File: src/rtl/regarb_pkg.sv
// Shared types and constants for the register-file port arbiter.
package regarb_pkg;

  localparam int unsigned IDX_W  = 4;
  localparam int unsigned WORD_W = 16;

  typedef logic [IDX_W-1:0]  reg_idx_t;
  typedef logic [WORD_W-1:0] reg_word_t;

  localparam reg_idx_t IR_IDX = IDX_W'(0);

  typedef enum logic [1:0] {
    REQ_NONE,
    REQ_FETCH,
    REQ_LSU,
    REQ_DBG
  } req_id_e;

endpackage

File: src/rtl/regarb_scoreboard.sv
// Busy mask of registers reserved by in-flight loads, plus the ALU hazard compare.
module regarb_scoreboard
  import regarb_pkg::*;
#(
  parameter int unsigned NREGS = 16,
  parameter int unsigned IW    = $clog2(NREGS)
) (
  input  logic             clk,
  input  logic             rst,
  input  logic             i_set,
  input  logic [IW-1:0]    i_set_idx,
  input  logic             i_clr,
  input  logic [IW-1:0]    i_clr_idx,
  input  logic [IW-1:0]    i_rs1,
  input  logic [IW-1:0]    i_rs2,
  input  logic [IW-1:0]    i_rd,
  output logic [NREGS-1:0] o_busy,
  output logic             o_stall
);

  logic [NREGS-1:0] r_busy;
  logic [NREGS-1:0] w_busy_nxt;
  logic             w_hit_rs1;
  logic             w_hit_rs2;
  logic             w_hit_rd;

  // Set is applied after clear so a same-cycle reserve wins; IR never reads as busy.
  always_comb begin
    w_busy_nxt = r_busy;
    if (i_clr) w_busy_nxt[i_clr_idx] = 1'b0;
    if (i_set) w_busy_nxt[i_set_idx] = 1'b1;
    w_busy_nxt[0] = 1'b0;
  end

  always_ff @(posedge clk or posedge rst) begin
    if (rst) r_busy <= '0;
    else     r_busy <= w_busy_nxt;
  end

  assign w_hit_rs1 = (i_rs1 != IW'(IR_IDX)) && r_busy[i_rs1];
  assign w_hit_rs2 = (i_rs2 != IW'(IR_IDX)) && r_busy[i_rs2];
  assign w_hit_rd  = (i_rd  != IW'(IR_IDX)) && r_busy[i_rd];

  assign o_busy  = r_busy;
  assign o_stall = w_hit_rs1 | w_hit_rs2 | w_hit_rd;

endmodule

File: src/rtl/regfile_port_arbiter.sv
// Shares the register file memory port between fetch (IR writes), the LSU and,
// when REGARB_DEBUG_PORT_EN is defined, a debug port; tracks load reservations.
module regfile_port_arbiter
  import regarb_pkg::*;
#(
  parameter int unsigned NREGS = 16,
  parameter int unsigned DW    = 16
) (
  input  logic                     clk,
  input  logic                     rst,
  input  logic                     fetch_req,
  input  logic [DW-1:0]            fetch_wdata,
  output logic                     fetch_gnt,
  input  logic                     lsu_req,
  input  logic                     lsu_we,
  input  logic [$clog2(NREGS)-1:0] lsu_idx,
  input  logic [DW-1:0]            lsu_wdata,
  output logic                     lsu_gnt,
  output logic [DW-1:0]            lsu_rdata,
  output logic                     lsu_rvalid,
  output logic                     lsu_err,
  input  logic                     lsu_rsv,
  input  logic [$clog2(NREGS)-1:0] lsu_rsv_idx,
  input  logic [$clog2(NREGS)-1:0] alu_rs1_i,
  input  logic [$clog2(NREGS)-1:0] alu_rs2_i,
  input  logic [$clog2(NREGS)-1:0] alu_rd_i,
  output logic                     alu_stall,
  output logic [NREGS-1:0]         busy,
`ifdef REGARB_DEBUG_PORT_EN
  input  logic                     dbg_req,
  input  logic                     dbg_we,
  input  logic [$clog2(NREGS)-1:0] dbg_idx,
  input  logic [DW-1:0]            dbg_wdata,
  output logic                     dbg_gnt,
  output logic [DW-1:0]            dbg_rdata,
  output logic                     dbg_rvalid,
`endif
  output logic [$clog2(NREGS)-1:0] mem_index,
  output logic [DW-1:0]            mem_load,
  output logic                     mem_load_en,
  input  logic [DW-1:0]            mem_store
);

  localparam int unsigned IW = $clog2(NREGS);

  req_id_e       w_gnt_id;
  logic          w_second_req;
  logic [IW-1:0] w_idx;
  logic [DW-1:0] w_wdata;
  logic          w_we;
  logic          w_lsu_wr_gnt;
  logic          w_lsu_rd_gnt;

  logic          r_last_fetch;
  logic [IW-1:0] r_mem_index;
  logic [DW-1:0] r_mem_load;
  logic [DW-1:0] r_lsu_rdata;
  logic          r_lsu_rvalid;
  logic          r_lsu_err;
`ifdef REGARB_DEBUG_PORT_EN
  logic          r_rr_lsu;
  logic [DW-1:0] r_dbg_rdata;
  logic          r_dbg_rvalid;
`endif

  // Fetch wins unless it was granted last cycle and someone else is waiting.
  always_comb begin
    w_gnt_id     = REQ_NONE;
    w_second_req = lsu_req;
`ifdef REGARB_DEBUG_PORT_EN
    w_second_req = lsu_req | dbg_req;
`endif
    if (rst)                                                w_gnt_id = REQ_NONE;
    else if (fetch_req && !(r_last_fetch && w_second_req)) w_gnt_id = REQ_FETCH;
`ifdef REGARB_DEBUG_PORT_EN
    else if (lsu_req && (r_rr_lsu || !dbg_req))            w_gnt_id = REQ_LSU;
    else if (dbg_req)                                      w_gnt_id = REQ_DBG;
`else
    else if (lsu_req)                                      w_gnt_id = REQ_LSU;
`endif
  end

  // Port mux; LSU writes to IR are granted but suppressed.
  always_comb begin
    w_idx   = r_mem_index;
    w_wdata = r_mem_load;
    w_we    = 1'b0;
    case (w_gnt_id)
      REQ_FETCH: begin
        w_idx   = IW'(IR_IDX);
        w_wdata = fetch_wdata;
        w_we    = 1'b1;
      end
      REQ_LSU: begin
        w_idx   = lsu_idx;
        w_wdata = lsu_wdata;
        w_we    = lsu_we && (lsu_idx != IW'(IR_IDX));
      end
`ifdef REGARB_DEBUG_PORT_EN
      REQ_DBG: begin
        w_idx   = dbg_idx;
        w_wdata = dbg_wdata;
        w_we    = dbg_we;
      end
`endif
      default: ;
    endcase
  end

  assign fetch_gnt    = (w_gnt_id == REQ_FETCH);
  assign lsu_gnt      = (w_gnt_id == REQ_LSU);
  assign w_lsu_wr_gnt = lsu_gnt & lsu_we;
  assign w_lsu_rd_gnt = lsu_gnt & ~lsu_we;

  assign mem_index   = w_idx;
  assign mem_load    = w_wdata;
  assign mem_load_en = w_we;

  always_ff @(posedge clk or posedge rst) begin
    if (rst) begin
      r_last_fetch <= 1'b0;
      r_mem_index  <= '0;
      r_mem_load   <= '0;
      r_lsu_rdata  <= '0;
      r_lsu_rvalid <= 1'b0;
      r_lsu_err    <= 1'b0;
    end else begin
      r_last_fetch <= fetch_gnt;
      r_mem_index  <= w_idx;
      r_mem_load   <= w_wdata;
      r_lsu_rvalid <= w_lsu_rd_gnt;
      r_lsu_err    <= w_lsu_wr_gnt && (lsu_idx == IW'(IR_IDX));
      if (w_lsu_rd_gnt) r_lsu_rdata <= mem_store;
    end
  end

  assign lsu_rdata  = r_lsu_rdata;
  assign lsu_rvalid = r_lsu_rvalid;
  assign lsu_err    = r_lsu_err;

`ifdef REGARB_DEBUG_PORT_EN
  // Round-robin pointer points at whichever of LSU/debug was not served last.
  always_ff @(posedge clk or posedge rst) begin
    if (rst) begin
      r_rr_lsu     <= 1'b1;
      r_dbg_rdata  <= '0;
      r_dbg_rvalid <= 1'b0;
    end else begin
      if (lsu_gnt)      r_rr_lsu <= 1'b0;
      else if (dbg_gnt) r_rr_lsu <= 1'b1;
      r_dbg_rvalid <= dbg_gnt & ~dbg_we;
      if (dbg_gnt && !dbg_we) r_dbg_rdata <= mem_store;
    end
  end

  assign dbg_gnt    = (w_gnt_id == REQ_DBG);
  assign dbg_rdata  = r_dbg_rdata;
  assign dbg_rvalid = r_dbg_rvalid;
`endif

  regarb_scoreboard #(
    .NREGS (NREGS),
    .IW    (IW)
  ) u_scoreboard (
    .clk       (clk),
    .rst       (rst),
    .i_set     (lsu_rsv),
    .i_set_idx (lsu_rsv_idx),
    .i_clr     (w_lsu_wr_gnt),
    .i_clr_idx (lsu_idx),
    .i_rs1     (alu_rs1_i),
    .i_rs2     (alu_rs2_i),
    .i_rd      (alu_rd_i),
    .o_busy    (busy),
    .o_stall   (alu_stall)
  );

endmodule

File: config.mk
export PLATFORM = sky130hd
export DESIGN_NAME = regfile_port_arbiter
export DESIGN_NICKNAME = d
export VERILOG_FILES = /design/src/rtl/regarb_pkg.sv /design/src/rtl/regarb_scoreboard.sv /design/src/rtl/regfile_port_arbiter.sv
export SDC_FILE = /design/constraint.sdc
export NUM_CORES = 1
export LEC_CHECK = 0
export CAP_MARGIN = 10
export CORE_MARGIN = 2
export CORE_UTILIZATION = 42
export CTS_BUF_LIST = sky130_fd_sc_hd__clkbuf_8
export DETAILED_ROUTE_END_ITERATION = 8
export GPL_ROUTABILITY_DRIVEN = 0
export GPL_TIMING_DRIVEN = 0
export PLACE_DENSITY = 0.83
export SETUP_SLACK_MARGIN = 0.2
export SYNTH_ARGS = -nofsm -noshare
export SYNTH_HDL_FRONTEND = slang
export SYNTH_HIERARCHICAL = 1
export SYNTH_SLANG_ARGS = --single-unit
export TNS_END_PERCENT = 1
File: constraint.sdc
create_clock -name clk -period 6.1 [get_ports clk]
set_input_delay 1.83 -clock clk [delete_from_list [all_inputs] [get_ports clk]]
set_output_delay 1.83 -clock clk [all_outputs]
set_load 0.02 [all_outputs]
### After elaboration in Yosys (flattened, before gate mapping)

Cells that the tools add are included.

* $lt $le $gt $ge: 7
* eq/ne operators: 2
* multiplexer cells: 18
* bitwise gates (word level): 8
* reduce and logical (&&, ||, !) cells: 15

Operators by type and width (count)
* $mux W16: 2
* $pmux W16 S2: 1
* $lt A4 B5 Y1 const B: 5
* $and A16 B16 Y16: 1
* $not A16 Y16: 1
* $or A16 B16 Y16: 1
* $reduce_bool A4 Y1: 4
* $bmux W1 S4: 3
* $logic_and A1 B1 Y1: 9
* $demux W1 S4: 2
* $ge A4 B1 Y1 const B: 2
* $pmux W4 S2: 1
* $mux W2: 3
* $mux W1: 5
* $logic_not A4 Y1: 1
* $and A1 B1 Y1: 2
* $eq A2 B1 Y1 const B: 1
* $eq A2 B2 Y1 const B: 1
* $or A1 B1 Y1: 2
* $pmux W1 S2: 1
* $logic_not A1 Y1: 1
* $not A1 Y1: 1

* register bits after elaboration: 54
* input bits: 74
* output and inout bits: 58
* logic and storage cells: 57

### Longest topological paths before layout

* depth in word-level cells: 10
* depth in mapped cells: 8
* mapped depth without buffers: 7

### By module

Netlist, hierarchy kept.

By module, submodules not included
* regfile_port_arbiter: times used 1, cells an instance 134, area each 1660.3 um2, sequential area each 975.9 um2
* regarb_scoreboard: times used 1, cells an instance 99, area each 1053.5 um2, sequential area each 375.4 um2

### Worst setup path after synthesis

Ideal clock, no wire load.

* kind: input to output
* start point: in rst
* end point: out mem_load[13]
* arrival time: 4293 ps
* required time: 4270 ps
* slack: -23 ps
* cell stages on the path: 7
* buffers on the path: 2
* cell sequence: inv_1 and3_1 ha_1 buf_2 buf_2 a22oi_1 o21ai_0

* cells in the longest elaborated chain, start to end: 3
* elaborated cells between the ends (all ways): 4
* classes of those cells: eq/ne (2); mux (2)

Ends and longest elaborated chain
* start: declaration: line regfile_port_arbiter.sv:10 `input logic rst,`
* $mux W2: line regfile_port_arbiter.sv:73 `if (rst) w_gnt_id = REQ_NONE;`
* $eq A2 B2 Y1
* named net lsu_gnt: line regfile_port_arbiter.sv:18 `output logic lsu_gnt,`
* $pmux W16 S2: line regfile_port_arbiter.sv:88 `case (w_gnt_id)`
* end: declaration: line regfile_port_arbiter.sv:39 `output logic [DW-1:0] mem_load,`

The timed path passes the listed nets, and every way through them passes these cells.

### Final worst setup path

* start point: in alu_rs1_i[2]
* end point: out alu_stall

* cells in the longest elaborated chain, start to end: 5
* elaborated cells between the ends (all ways): 6
* classes of those cells: mux (2); bitwise (2); reduce/logical (2)

Ends and longest elaborated chain
* start: declaration: line regfile_port_arbiter.sv:24 `input logic [$clog2(NREGS)-1:0] alu_rs1_i,`
* $bmux W1 S4: line regarb_scoreboard.sv:40 `assign w_hit_rs1 = (i_rs1 != IW'(IR_IDX)) && r_busy[i_rs1];`
* $mux W1 (not written as such): line regarb_scoreboard.sv:40
* $logic_and A1 B1 Y1 (*): line regarb_scoreboard.sv:40
* $or A1 B1 Y1 (*) (2 in a row): line regarb_scoreboard.sv:45 `assign o_stall = w_hit_rs1 | w_hit_rs2 | w_hit_rd;`
* end: declaration: line regfile_port_arbiter.sv:27 `output logic alu_stall,`

Mark *: on every way between the ends. The rest lies on a longest branch, timed or not. The select of a mux whose other input is x is not followed.

==> flow_summary.ini <==
[setup_path]
cp_max_fo = 5
worstPathCellList = clkdlybuf4s50_1, mux4_2, mux2i_1, nor2_1, or4_1, dlygate4sd2_1
path_delay_family = buffers and inverters
worst-path-buf-inv = 2
cp-start-kind = primary input
cp-end-kind = output pin
slowest_stage = clkdlybuf4s50_1
required_ns = 4.27
critPathMaxStageDelay_ns = 0.60
arrival_ns = 4.07
worstSetupPathType = in2out

[die]
io_pins = 132
rows = 29
initial_core_util = 0.4298
fp.dieW_um = 84.39
fp.dieH_um = 84.39
die-area_um2 = 7121
core_um2 = 6314

[clock_tree]
cts_num_sinks = 54
cts_buffer_depth = 2
clk_latency_ns = 0.29
cts-root-buf = clkbuf_8
cts_buffers = 5
path_clk_slew_ns = 0.09
cts_tree = built
hold_buffers = 0
cts.htree.levels = 2

[grt]
grt_pass1_vias = 2499
track_usage = 0.2135
grt_pass1_wl_um = 12140
antenna_found_initial = 0
grt_max_degree = 22
grt-ovfl-total = 0

[synth]
syn_area_um2 = 2714
synth_nets = 309
seq_area_frac_synth = 0.4979
syn_inst = 233
ys_warn_count = 6
async_reset_ff_frac = 1.000
synth.avg_cell_area_um2 = 11.65
synth-seq-cells = 54
yosysUniqueCellTypes = 34
synth_top_flop_cell = dfrtp_1
synth_edf_count = 0

[drt]
postRouteAntennaNets = 0
totalWireLength_um = 7503
wire_per_inst_um = 16.64
dr_total_vias = 2465
remaining_drc_errors = 0
avgViaCountPerCell = 5.466
dr.pass1.iters = 4
drt_iter0_drc = 226

[final_layout]
multi_input_area_um2 = 1274
drive_above_1_share = 0.1337
nNetsFinal = 450
layout_common_cells = clkdlybuf4s50_1 (107), dfrtp_1 (54), o21ai_0 (45)
fillCellCount = 525
fin_cells = 451
diodes = 0
area_delta_synth_final_pct = 54.77
utilization = 0.6653
regArea_um2 = 1351
final_common_cell = clkdlybuf4s50_1

[sta]
fin_skew_ns = 0.006789
worstMarginPinSlew_ns = 0.9798
setup_violations = 0
final_max_slew_viol_count = 0
hold_viol = 0
fin_crit_sh = 0.9667
rsz0062_at_grt = yes
min_period_ns = 5.897
slew_headroom = 0.3432
fin_ws_ns = 0.2029
hold_slack_ns = 0.5068
fmax_mhz = 169.6

[power]
p_leak_nw = 1.779
vdd_drop_max_uv = 129.9
powerDensity_nw_per_um2 = 256.3

[run_status]
status = finished clean

[place]
hpwlAfterDp_um = 5786
io_buffers = 130
place_ws_ns = -0.9504
dpl.cell_count = 440

[worst_hold_path]
hold_class = reg2reg

[flow_run]
maxCapViolCount = 0
cell usage after synthesis, types with 5 or more instances:
cell	number	area, um^2
dfrtp_1	54	1351
o21ai_0	45	225.2
nand2_1	21	78.83
a22oi_1	16	120.1
mux2_2	9	101.4
mux2_4	9	135.1
buf_2	7	35.03
mux4_2	7	157.7
nand2b_1	7	43.79
nor2b_1	7	43.79
nand3_1	6	30.03
inv_1	5	18.77
nand3b_1	5	37.54
per-layer routing:
layer	GRT usage	vias to the layer above	routed length [um]
met1	0.2481	1176	2891
met4	0.04906	0	59
met5	0	-	0
met2	0.3874	134	3834
met3	0.06588	6	717
li1	-	1149	-
report_power, final:
part           switching, W  leakage (nW)  internal (W)
clock              0.000107        0.0438     0.0000773
sequential        0.0000479         0.661      0.000421
combinational      0.000196          1.07      0.000228
kinds of logic after synthesis:
group / after synthesis / share of synthesized area
AO/OA/AOI/OAI: 70 / 0.1549
AND/OR/NAND/NOR: 58 / 0.1139
flip-flops: 54 / 0.4979
multiplexers: 32 / 0.1890
buffers and inverters: 16 / 0.03365
adder cells (fa/ha/maj): 2 / 0.009219
other: 1 / 0.001382
state kept, by name, summed over array words and instances, names as in the netlist:
signal	cells
lsu_rvalid	1
r_mem_index	4
r_mem_load	16
r_last_fetch	1
u_scoreboard/o_busy	15
lsu_err	1
lsu_rdata	16
final cells by class:
type                    count  area share
repair inverters            2    0.002383
well taps                  77     0.02294
plain buffers              11     0.01728
flip-flops and latches     54      0.3217
clock inverters             2    0.002383
repair buffers            132      0.3083
inverters                   5    0.005362
clock buffers               5     0.01638
multi-input cells         163      0.3032
path summary, 6_finish.rpt:
kind	from	end	slack, ns	cells past startpoint
worst max-delay path	alu_rs1_i[2]	alu_stall	0.20	6
worst max register to register	r_last_fetch	u_scoreboard/o_busy[12]	4.13	8
worst min-delay path	r_mem_load[15]	r_mem_load[15]	0.51	2
max in group asynchronous	rst	lsu_rdata[11]	3.67	2
worst min register to register	r_mem_load[15]	r_mem_load[15]	0.51	2
min in group asynchronous	rst	r_mem_load[4]	1.78	3
worst reg2reg max path, stage by stage, from the launching register on:
cell and delay (ns):
dfrtp_1 0.35, nand2b_1 0.13, and3_1 0.16, ha_1 0.18
buf_2 0.22, and2_1 0.28, nand3_1 0.19, o31ai_1 0.23
o21ai_0 0.12
through the flow:
stage | setup TNS [ns] | power [W] | area (um^2)
detailed placement | -18.33 | 0.0009098 | 4115
finish | 0 | 0.001077 | 4200
CTS | 0 | 0.001087 | 4195
global placement | -17.82 | 0.0008997 | 4115
floorplan | 0 | 0.0006803 | 2718
global route | 0 | 0.001134 | 4200
what timing repair did:
item,in CTS,in global routing
setup buffers,2,0
pin swaps,0,0
endpoints found under the setup margin,24,18
gates resized for setup,22,2
gates cloned,2,0
No activity file was read; power rests on OpenSTA's default activity.
